[config.mk]
export PLATFORM = sky130hd
export DESIGN_NAME = fpadd_align_ctrl
export DESIGN_NICKNAME = d
export VERILOG_FILES = /design/src/rtl/fpadd_pkg.sv /design/src/rtl/fpadd_mag_cmp.sv /design/src/rtl/fpadd_align_ctrl.sv
export SDC_FILE = /design/constraint.sdc
export NUM_CORES = 1
export LEC_CHECK = 0
export ABC_AREA = 0
export ABC_CLOCK_PERIOD_IN_PS = 7000
export BUFFER_PORTS_ARGS = -buffer_cell sky130_fd_sc_hd__buf_2
export CORE_MARGIN = 5
export CORE_UTILIZATION = 59
export CTS_CLUSTER_SIZE = 24
export DETAILED_ROUTE_END_ITERATION = 10
export HOLD_SLACK_MARGIN = 0.03
export PLACE_DENSITY = 0.87
export SLEW_MARGIN = 20
export SYNTH_ARGS = -nofsm -noshare
export SYNTH_HDL_FRONTEND = slang
export SYNTH_SLANG_ARGS = --single-unit
[constraint.sdc]
create_clock -name clk -period 7 [get_ports clk]
set_input_delay 1.05 -clock clk [delete_from_list [all_inputs] [get_ports clk]]
set_output_delay 1.05 -clock clk [all_outputs]
set_load 0.02 [all_outputs]
[src/rtl/fpadd_pkg.sv]
// Shared constants, types and operand unpacking for the FP add/sub alignment front end.
package fpadd_pkg;

  localparam int unsigned EW   = 8;
  localparam int unsigned FW   = 23;
  localparam int unsigned MW   = FW + 4;
  localparam int unsigned SH_W = $clog2(MW + 1) + 1;
  localparam int unsigned OPW  = 1 + EW + FW;

  typedef enum logic [1:0] {
    SP_NORM = 2'b00,
    SP_NAN  = 2'b01,
    SP_INF  = 2'b10
  } special_e;

  typedef struct packed {
    logic          sign;
    logic [EW-1:0] exp;
    logic [MW-1:0] mant;
    logic          is_nan;
    logic          is_inf;
  } operand_t;

  // Denormals are flushed: a zero exponent yields a zero mantissa with no hidden bit.
  function automatic operand_t unpack(input logic [OPW-1:0] x);
    operand_t      o;
    logic [EW-1:0] e;
    logic [FW-1:0] f;
    e        = x[EW+FW-1:FW];
    f        = x[FW-1:0];
    o.sign   = x[EW+FW];
    o.exp    = e;
    o.mant   = (e != '0) ? {1'b1, f, 3'b000} : '0;
    o.is_nan = (&e) & (|f);
    o.is_inf = (&e) & ~(|f);
    return o;
  endfunction

endpackage

[src/rtl/fpadd_mag_cmp.sv]
// Magnitude compare of two unpacked operands; routes the larger to L and the smaller to S.
module fpadd_mag_cmp
  import fpadd_pkg::*;
(
  input  logic          sign_a_i,
  input  logic [EW-1:0] exp_a_i,
  input  logic [MW-1:0] mant_a_i,
  input  logic          sign_b_i,
  input  logic [EW-1:0] exp_b_i,
  input  logic [MW-1:0] mant_b_i,
  output logic          sign_l_o,
  output logic [EW-1:0] exp_l_o,
  output logic [MW-1:0] mant_l_o,
  output logic [MW-1:0] mant_s_o,
  output logic [EW-1:0] exp_diff_o
);

  logic          swap;
  logic [EW-1:0] exp_s;

  always_comb begin
    // The mantissa already carries the hidden bit, so {exp, mant} orders by magnitude; ties keep A.
    swap       = {exp_b_i, mant_b_i} > {exp_a_i, mant_a_i};
    sign_l_o   = swap ? sign_b_i : sign_a_i;
    exp_l_o    = swap ? exp_b_i  : exp_a_i;
    exp_s      = swap ? exp_a_i  : exp_b_i;
    mant_l_o   = swap ? mant_b_i : mant_a_i;
    mant_s_o   = swap ? mant_a_i : mant_b_i;
    exp_diff_o = exp_l_o - exp_s;
  end

endmodule

[src/rtl/fpadd_align_ctrl.sv]
// Two-stage alignment setup for the FP adder: operand swap, exponent difference and
// saturated right-shift amount for the downstream barrel shifter.
module fpadd_align_ctrl
  import fpadd_pkg::*;
(
  input  logic            clk,
  input  logic            rst,
  input  logic            in_valid,
  output logic            in_ready,
  input  logic [OPW-1:0]  in_a,
  input  logic [OPW-1:0]  in_b,
  input  logic            in_op_sub,
  output logic            out_valid,
  input  logic            out_ready,
  output logic [MW-1:0]   out_mant_small,
  output logic [SH_W-1:0] out_sh,
  output logic            out_sh_tc,
  output logic            out_data_tc,
  output logic            out_sh_mode,
  output logic [MW-1:0]   out_mant_large,
  output logic [EW-1:0]   out_exp_large,
  output logic            out_sign_res,
  output logic            out_eff_sub,
  output logic [1:0]      out_special
);

  localparam logic [EW-1:0] MaxShift = EW'(MW);

  operand_t op_a, op_b;
  logic     eff_sub;
  special_e special_d;

  logic          cmp_sign_l;
  logic [EW-1:0] cmp_exp_l;
  logic [MW-1:0] cmp_mant_l, cmp_mant_s;
  logic [EW-1:0] cmp_diff;

  logic          s1_valid_q;
  logic [MW-1:0] s1_mant_l_q, s1_mant_s_q;
  logic [EW-1:0] s1_exp_l_q, s1_diff_q;
  logic          s1_sign_q, s1_eff_sub_q;
  special_e      s1_special_q;

  logic            s2_valid_q;
  logic [MW-1:0]   s2_mant_l_q, s2_mant_s_q;
  logic [EW-1:0]   s2_exp_l_q;
  logic [SH_W-1:0] s2_sh_q;
  logic            s2_sign_q, s2_eff_sub_q;
  special_e        s2_special_q;

  logic [EW-1:0]   sat;
  logic [SH_W-1:0] sh_d;
  logic            s2_adv, s1_adv, in_xfer;

  always_comb begin
    op_a      = unpack(in_a);
    op_b      = unpack(in_b);
    op_b.sign = op_b.sign ^ in_op_sub;
    eff_sub   = op_a.sign ^ op_b.sign;
  end

  // An Inf always lands on the L side, so the result sign is simply the larger operand's sign.
  always_comb begin
    special_d = SP_NORM;
    if (op_a.is_nan || op_b.is_nan) begin
      special_d = SP_NAN;
    end else if (op_a.is_inf && op_b.is_inf && eff_sub) begin
      special_d = SP_NAN;
    end else if (op_a.is_inf || op_b.is_inf) begin
      special_d = SP_INF;
    end
  end

  fpadd_mag_cmp u_mag_cmp (
    .sign_a_i   (op_a.sign),
    .exp_a_i    (op_a.exp),
    .mant_a_i   (op_a.mant),
    .sign_b_i   (op_b.sign),
    .exp_b_i    (op_b.exp),
    .mant_b_i   (op_b.mant),
    .sign_l_o   (cmp_sign_l),
    .exp_l_o    (cmp_exp_l),
    .mant_l_o   (cmp_mant_l),
    .mant_s_o   (cmp_mant_s),
    .exp_diff_o (cmp_diff)
  );

  always_comb begin
    sat  = (s1_diff_q > MaxShift) ? MaxShift : s1_diff_q;
    sh_d = -(SH_W'(sat));
  end

  assign s2_adv   = ~s2_valid_q | out_ready;
  assign s1_adv   = s1_valid_q & s2_adv;
  assign in_ready = ~s1_valid_q | s2_adv;
  assign in_xfer  = in_valid & in_ready;

  always_ff @(posedge clk) begin
    if (rst) begin
      s1_valid_q   <= 1'b0;
      s1_mant_l_q  <= '0;
      s1_mant_s_q  <= '0;
      s1_exp_l_q   <= '0;
      s1_diff_q    <= '0;
      s1_sign_q    <= 1'b0;
      s1_eff_sub_q <= 1'b0;
      s1_special_q <= SP_NORM;
      s2_valid_q   <= 1'b0;
      s2_mant_l_q  <= '0;
      s2_mant_s_q  <= '0;
      s2_exp_l_q   <= '0;
      s2_sh_q      <= '0;
      s2_sign_q    <= 1'b0;
      s2_eff_sub_q <= 1'b0;
      s2_special_q <= SP_NORM;
    end else begin
      if (in_ready) begin
        s1_valid_q <= in_valid;
      end
      if (in_xfer) begin
        s1_mant_l_q  <= cmp_mant_l;
        s1_mant_s_q  <= cmp_mant_s;
        s1_exp_l_q   <= cmp_exp_l;
        s1_diff_q    <= cmp_diff;
        s1_sign_q    <= cmp_sign_l;
        s1_eff_sub_q <= eff_sub;
        s1_special_q <= special_d;
      end
      if (s2_adv) begin
        s2_valid_q <= s1_valid_q;
      end
      if (s1_adv) begin
        s2_mant_l_q  <= s1_mant_l_q;
        s2_mant_s_q  <= s1_mant_s_q;
        s2_exp_l_q   <= s1_exp_l_q;
        s2_sh_q      <= sh_d;
        s2_sign_q    <= s1_sign_q;
        s2_eff_sub_q <= s1_eff_sub_q;
        s2_special_q <= s1_special_q;
      end
    end
  end

  assign out_valid      = s2_valid_q;
  assign out_mant_small = s2_mant_s_q;
  assign out_mant_large = s2_mant_l_q;
  assign out_exp_large  = s2_exp_l_q;
  assign out_sh         = s2_sh_q;
  assign out_sign_res   = s2_sign_q;
  assign out_eff_sub    = s2_eff_sub_q;
  assign out_special    = s2_special_q;
  assign out_sh_tc      = 1'b1;
  assign out_data_tc    = 1'b0;
  assign out_sh_mode    = 1'b1;

endmodule

==> results by stage <==
Outcome:
- The flow ran to the end, and the final reports show no timing, DRC or antenna violations.

Worst setup path:
- The endpoint arrival time on the critical path is 5.29 ns.
- Along the worst path, the maximum fanout reaches 64.
- The worst register-to-register path begins at out_valid.
- Counting cells, the worst reg-to-reg path comes to 8.
- The required time at the worst-slack endpoint is 7.36 ns.
- The critical path is of the in -> reg type.
- The slack of the worst reg-to-reg path is 4.53 ns.
- The startpoint type of the worst setup path is an input pin.
- The kind of capture point of the worst setup path is a flip-flop.
- The endpoint identified for the worst register-to-register timing path is s1_diff_q[6].

Timing:
- For the final database, setup skew stands at 0.00752 ns.
- The worst max-slew margin expressed relative to the limit is 0.290.
- The setup total negative slack is 0 ns.
- The share of the cycle needed by the critical path after routing is 0.704.
- The count of endpoints failing hold in the final timing report came to 0.
- The highest clock rate is 0.203 GHz.
- The number of pins with negative max-slew slack in the final report is 0.
- The final-report setup violation count is 0.
- The final-layout worst hold slack is 0.449 ns.
- The slew of the pin with the lowest slew margin is 1.07 ns.
- The final period demand of the worst path is 4.93 ns.
- Setup repair after global routing left no endpoint under its margin.

Power and ir drop:
- The leakage power total is 3.53 nW.
- The power density over cell area is 263 nW/µm².
- The worst-case IR drop observed on VDD is 0.230 mV.

Placed design:
- The HPWL reported at the end of detailed placement is 13.9 mm.
- The last weighted congestion value of the routability-driven placer is 0.980.
- The port buffer count is 136.

Global route:
- The global-route wire length before repair is 31.7 mm.
- Entering global routing, the biggest net connects 106 pins.
- The remaining global-route overflow is 0.
- Across every metal layer, demand over resource in global routing totals 0.273.
- The number of global-route vias before repair was 6399.
- The number of antenna violations at the first check in global routing was 0.

Clocking:
- After clock tree synthesis, the clock-pin slew on the worst setup and hold paths is 0.06 ns.
- The clock insertion delay at the later pin of the skew report is 0.42 ns.
- The TritonCTS clock tree is yes.
- The count of clock tree sinks is 136.
- The buffer type at the clock tree root is sky130_fd_sc_hd__clkbuf_16.
- In this run, CTS created clock tree buffers numbering 17.
- The number of post-CTS setup repair buffers is 0.
- The H-tree was split into 4 levels.
- The total of cells resized after clock tree synthesis is 0.
- No sink is reached through more buffers than the 2 on the longest clock path.
- Buffers inserted to repair hold after CTS numbered 0.

Layout:
- The net count of the finished layout is 1120.
- The repair_antennas step left the layout with diodes totalling 0.
- The area overhead of the layout relative to synthesis is 18.0%.
- Of the cells placed in the final design, the portion with a size suffix greater than 1 is 0.184.

Synthesis:
- The cell area that synthesis handed to floorplanning was 6950 µm².
- Yosys printed 0 warnings.
- The proportion of register bits with asynchronous set or reset after synthesis is 0.
- The cell count after synthesis came out at 922.
- The share of the Yosys chip area taken by registers is 0.392.
- The most used flip-flop cell after synthesis is sky130_fd_sc_hd__dfxtp_1.
- In this run, distinct cell masters in the synthesized netlist total 65.
- The flip-flop and latch count after synthesis is 136.
- The average instance area after synthesis is 7.54 µm².
- The number of enable-type register cells in the synthesized netlist is 0.

Floorplanning:
- The die span in x is 119 µm.
- For this configuration, the core starts out at a cell density of 0.606.
- The floorplan has 39 rows.
- The I/O pin count is 146.
- The floorplan step defined a die boundary enclosing 14000 µm².
- The total area inside the core boundary comes to 11500 µm².
- The die height is 119 µm.

Detailed routing:
- For this block, the routed nets add up to 19.7 mm of wire.
- The pre-antenna-repair detailed-routing pass consisted of 5 iterations.
- Summing over every cut layer, the via total after detailed routing is 7048.
- The number of vias per cell after detailed routing is 6.00.
- In the final routed layout, each cell accounts on average for 16.8 µm.
- The remaining routing DRC violations is 0.
- The remaining antenna violation count is 0.
- The initial detailed-routing violation count is 686.

Min path:
- The worst hold endpoint is out_mant_large[11].
- The startpoint of the worst hold path is out_mant_large[11].
- The class of the worst hold path is reg -> reg.
- The worst hold path was traced through 2 stages.

Job:
- The tool flagged a number of max-cap violations equal to 0.
[metrics by stage]
step,total power [W],cells,cell area [µm²],setup WS (ns),utilization
after floorplan,0.00113,929,6980,2.64,-
after global placement,0.00124,1142,7590,1.49,0.662
after detailed placement,0.00124,1142,7590,1.37,0.662
after CTS,0.00215,1174,8200,1.82,0.715
after global routing,0.00224,1174,8200,1.78,0.715
final,0.00215,1174,8200,2.07,0.715
[sequential cells by signal, summed over array words and instances (netlist names)]
signal          cells
out_eff_sub         1
out_exp_large       8
out_mant_large     24
out_mant_small     24
out_sh              6
out_sign_res        1
out_special         2
out_valid           1
s1_diff_q           8
s1_eff_sub_q        1
s1_exp_l_q          8
s1_mant_l_q        24
s1_mant_s_q        24
s1_sign_q           1
s1_special_q        2
s1_valid_q          1
[cells by family (layout without fill, tap and decap cells)]
family,after synthesis,in the layout,synth area share
xor+xnor,6,6,0.00756
compound gates,246,246,0.222
simple gates,410,410,0.262
other cells,2,9,0.00108
flops,136,136,0.392
buf+inv,87,189,0.0531
mux,2,2,0.00306
fa+ha+maj,33,33,0.0594
[synth_stat cells (all sizes together) (3+ instances only)]
library cell / n / area [µm²]
nand2: 181 / 679
dfxtp: 136 / 2720
nor2: 135 / 507
a21oi: 134 / 671
a211oi: 55 / 413
clkbuf: 53 / 199
ha: 33 / 413
and2: 24 / 150
nor4: 19 / 149
buf: 18 / 110
inv: 16 / 60.1
o21ai: 15 / 75.1
nand4: 14 / 109
nor3: 10 / 50.1
nand3: 8 / 40.0
a311oi: 6 / 52.6
xnor2: 6 / 52.6
nor2b: 4 / 25.0
a21o: 3 / 22.5
a31oi: 3 / 25.0
nor4b: 3 / 26.3
or3: 3 / 18.8
[layout make-up]
cell class                      count  area, µm²
Clock inverter                     14        174
Multi-Input combinational cell    706       3910
Sequential cell                   136       2720
Inverter                           16       60.1
Tap cell                          143        179
Clock buffer                       18        439
Fill cell                         904       3270
Timing Repair Buffer              141        721
[layer usage]
layer / GRT usage / vias up / share of wire / wire length (µm)
met5: 0 / - / 0 / 0
met3: 0.0731 / 40 / 0.11 / 2100
met2: 0.412 / 391 / 0.44 / 8750
li1: - / 3399 / - / -
met4: 0.0879 / 0 / 0.024 / 472
met1: 0.381 / 3218 / 0.42 / 8350
[worst max-delay path by stage]
stage / start / endpoint / slack (ns) / cells past startpoint
floorplan: in_b[24] / s1_diff_q[7] / 2.64 / 15
finish: in_b[27] / s1_diff_q[7] / 2.07 / 14
global placement: in_b[24] / s1_diff_q[7] / 1.49 / 14
detailed placement: in_b[27] / s1_diff_q[7] / 1.37 / 14
CTS: in_b[27] / s1_diff_q[7] / 1.82 / 14
global route: in_b[27] / s1_diff_q[5] / 1.78 / 13
[critical path, cell delays in order]
cell and delay (ns):
sky130_fd_sc_hd__buf_2 0.14, sky130_fd_sc_hd__nor4_1 0.27, sky130_fd_sc_hd__nand2_1 0.48, sky130_fd_sc_hd__and2_1 0.39, sky130_fd_sc_hd__ha_1 0.32, sky130_fd_sc_hd__nand4_1 0.22
sky130_fd_sc_hd__nor4_4 0.36, sky130_fd_sc_hd__and2b_1 0.23, sky130_fd_sc_hd__o41a_4 0.14, sky130_fd_sc_hd__or2_4 0.47, sky130_fd_sc_hd__a31oi_2 0.31, sky130_fd_sc_hd__a21bo_1 0.26
sky130_fd_sc_hd__or4b_1 0.51, sky130_fd_sc_hd__nand4b_1 0.09
[power by group]
group / leakage (nW) / total [W] / switching (W) / internal (W)
Combinational: 2.12 / 0.000384 / 0.000253 / 0.000130
Sequential: 1.12 / 0.000856 / 0.0000300 / 0.000826
Clock: 0.289 / 0.000915 / 0.000344 / 0.000571
Total: 3.53 / 0.00215 / 0.000627 / 0.00153
[cells in the final DEF (no fill, tap or decap), types with 6 or more instances in the layout]
| cell | n |
|---|---|
| sky130_fd_sc_hd__nor2_1 | 134 |
| sky130_fd_sc_hd__nand4_1 | 12 |
| sky130_fd_sc_hd__nor3_1 | 10 |
| sky130_fd_sc_hd__a211oi_1 | 55 |
| sky130_fd_sc_hd__a21oi_1 | 134 |
| sky130_fd_sc_hd__nor4_1 | 17 |
| sky130_fd_sc_hd__nand3_1 | 8 |
| sky130_fd_sc_hd__xnor2_1 | 6 |
| sky130_fd_sc_hd__buf_4 | 6 |
| sky130_fd_sc_hd__conb_1 | 9 |
| sky130_fd_sc_hd__nand2_1 | 181 |
| sky130_fd_sc_hd__inv_1 | 16 |
| sky130_fd_sc_hd__ha_1 | 33 |
| sky130_fd_sc_hd__clkbuf_16 | 17 |
| sky130_fd_sc_hd__a311oi_1 | 6 |
| sky130_fd_sc_hd__and2_1 | 23 |
| sky130_fd_sc_hd__dfxtp_1 | 136 |
| sky130_fd_sc_hd__o21ai_0 | 15 |
| sky130_fd_sc_hd__buf_2 | 135 |
Power figures use the tool's default switching activity.
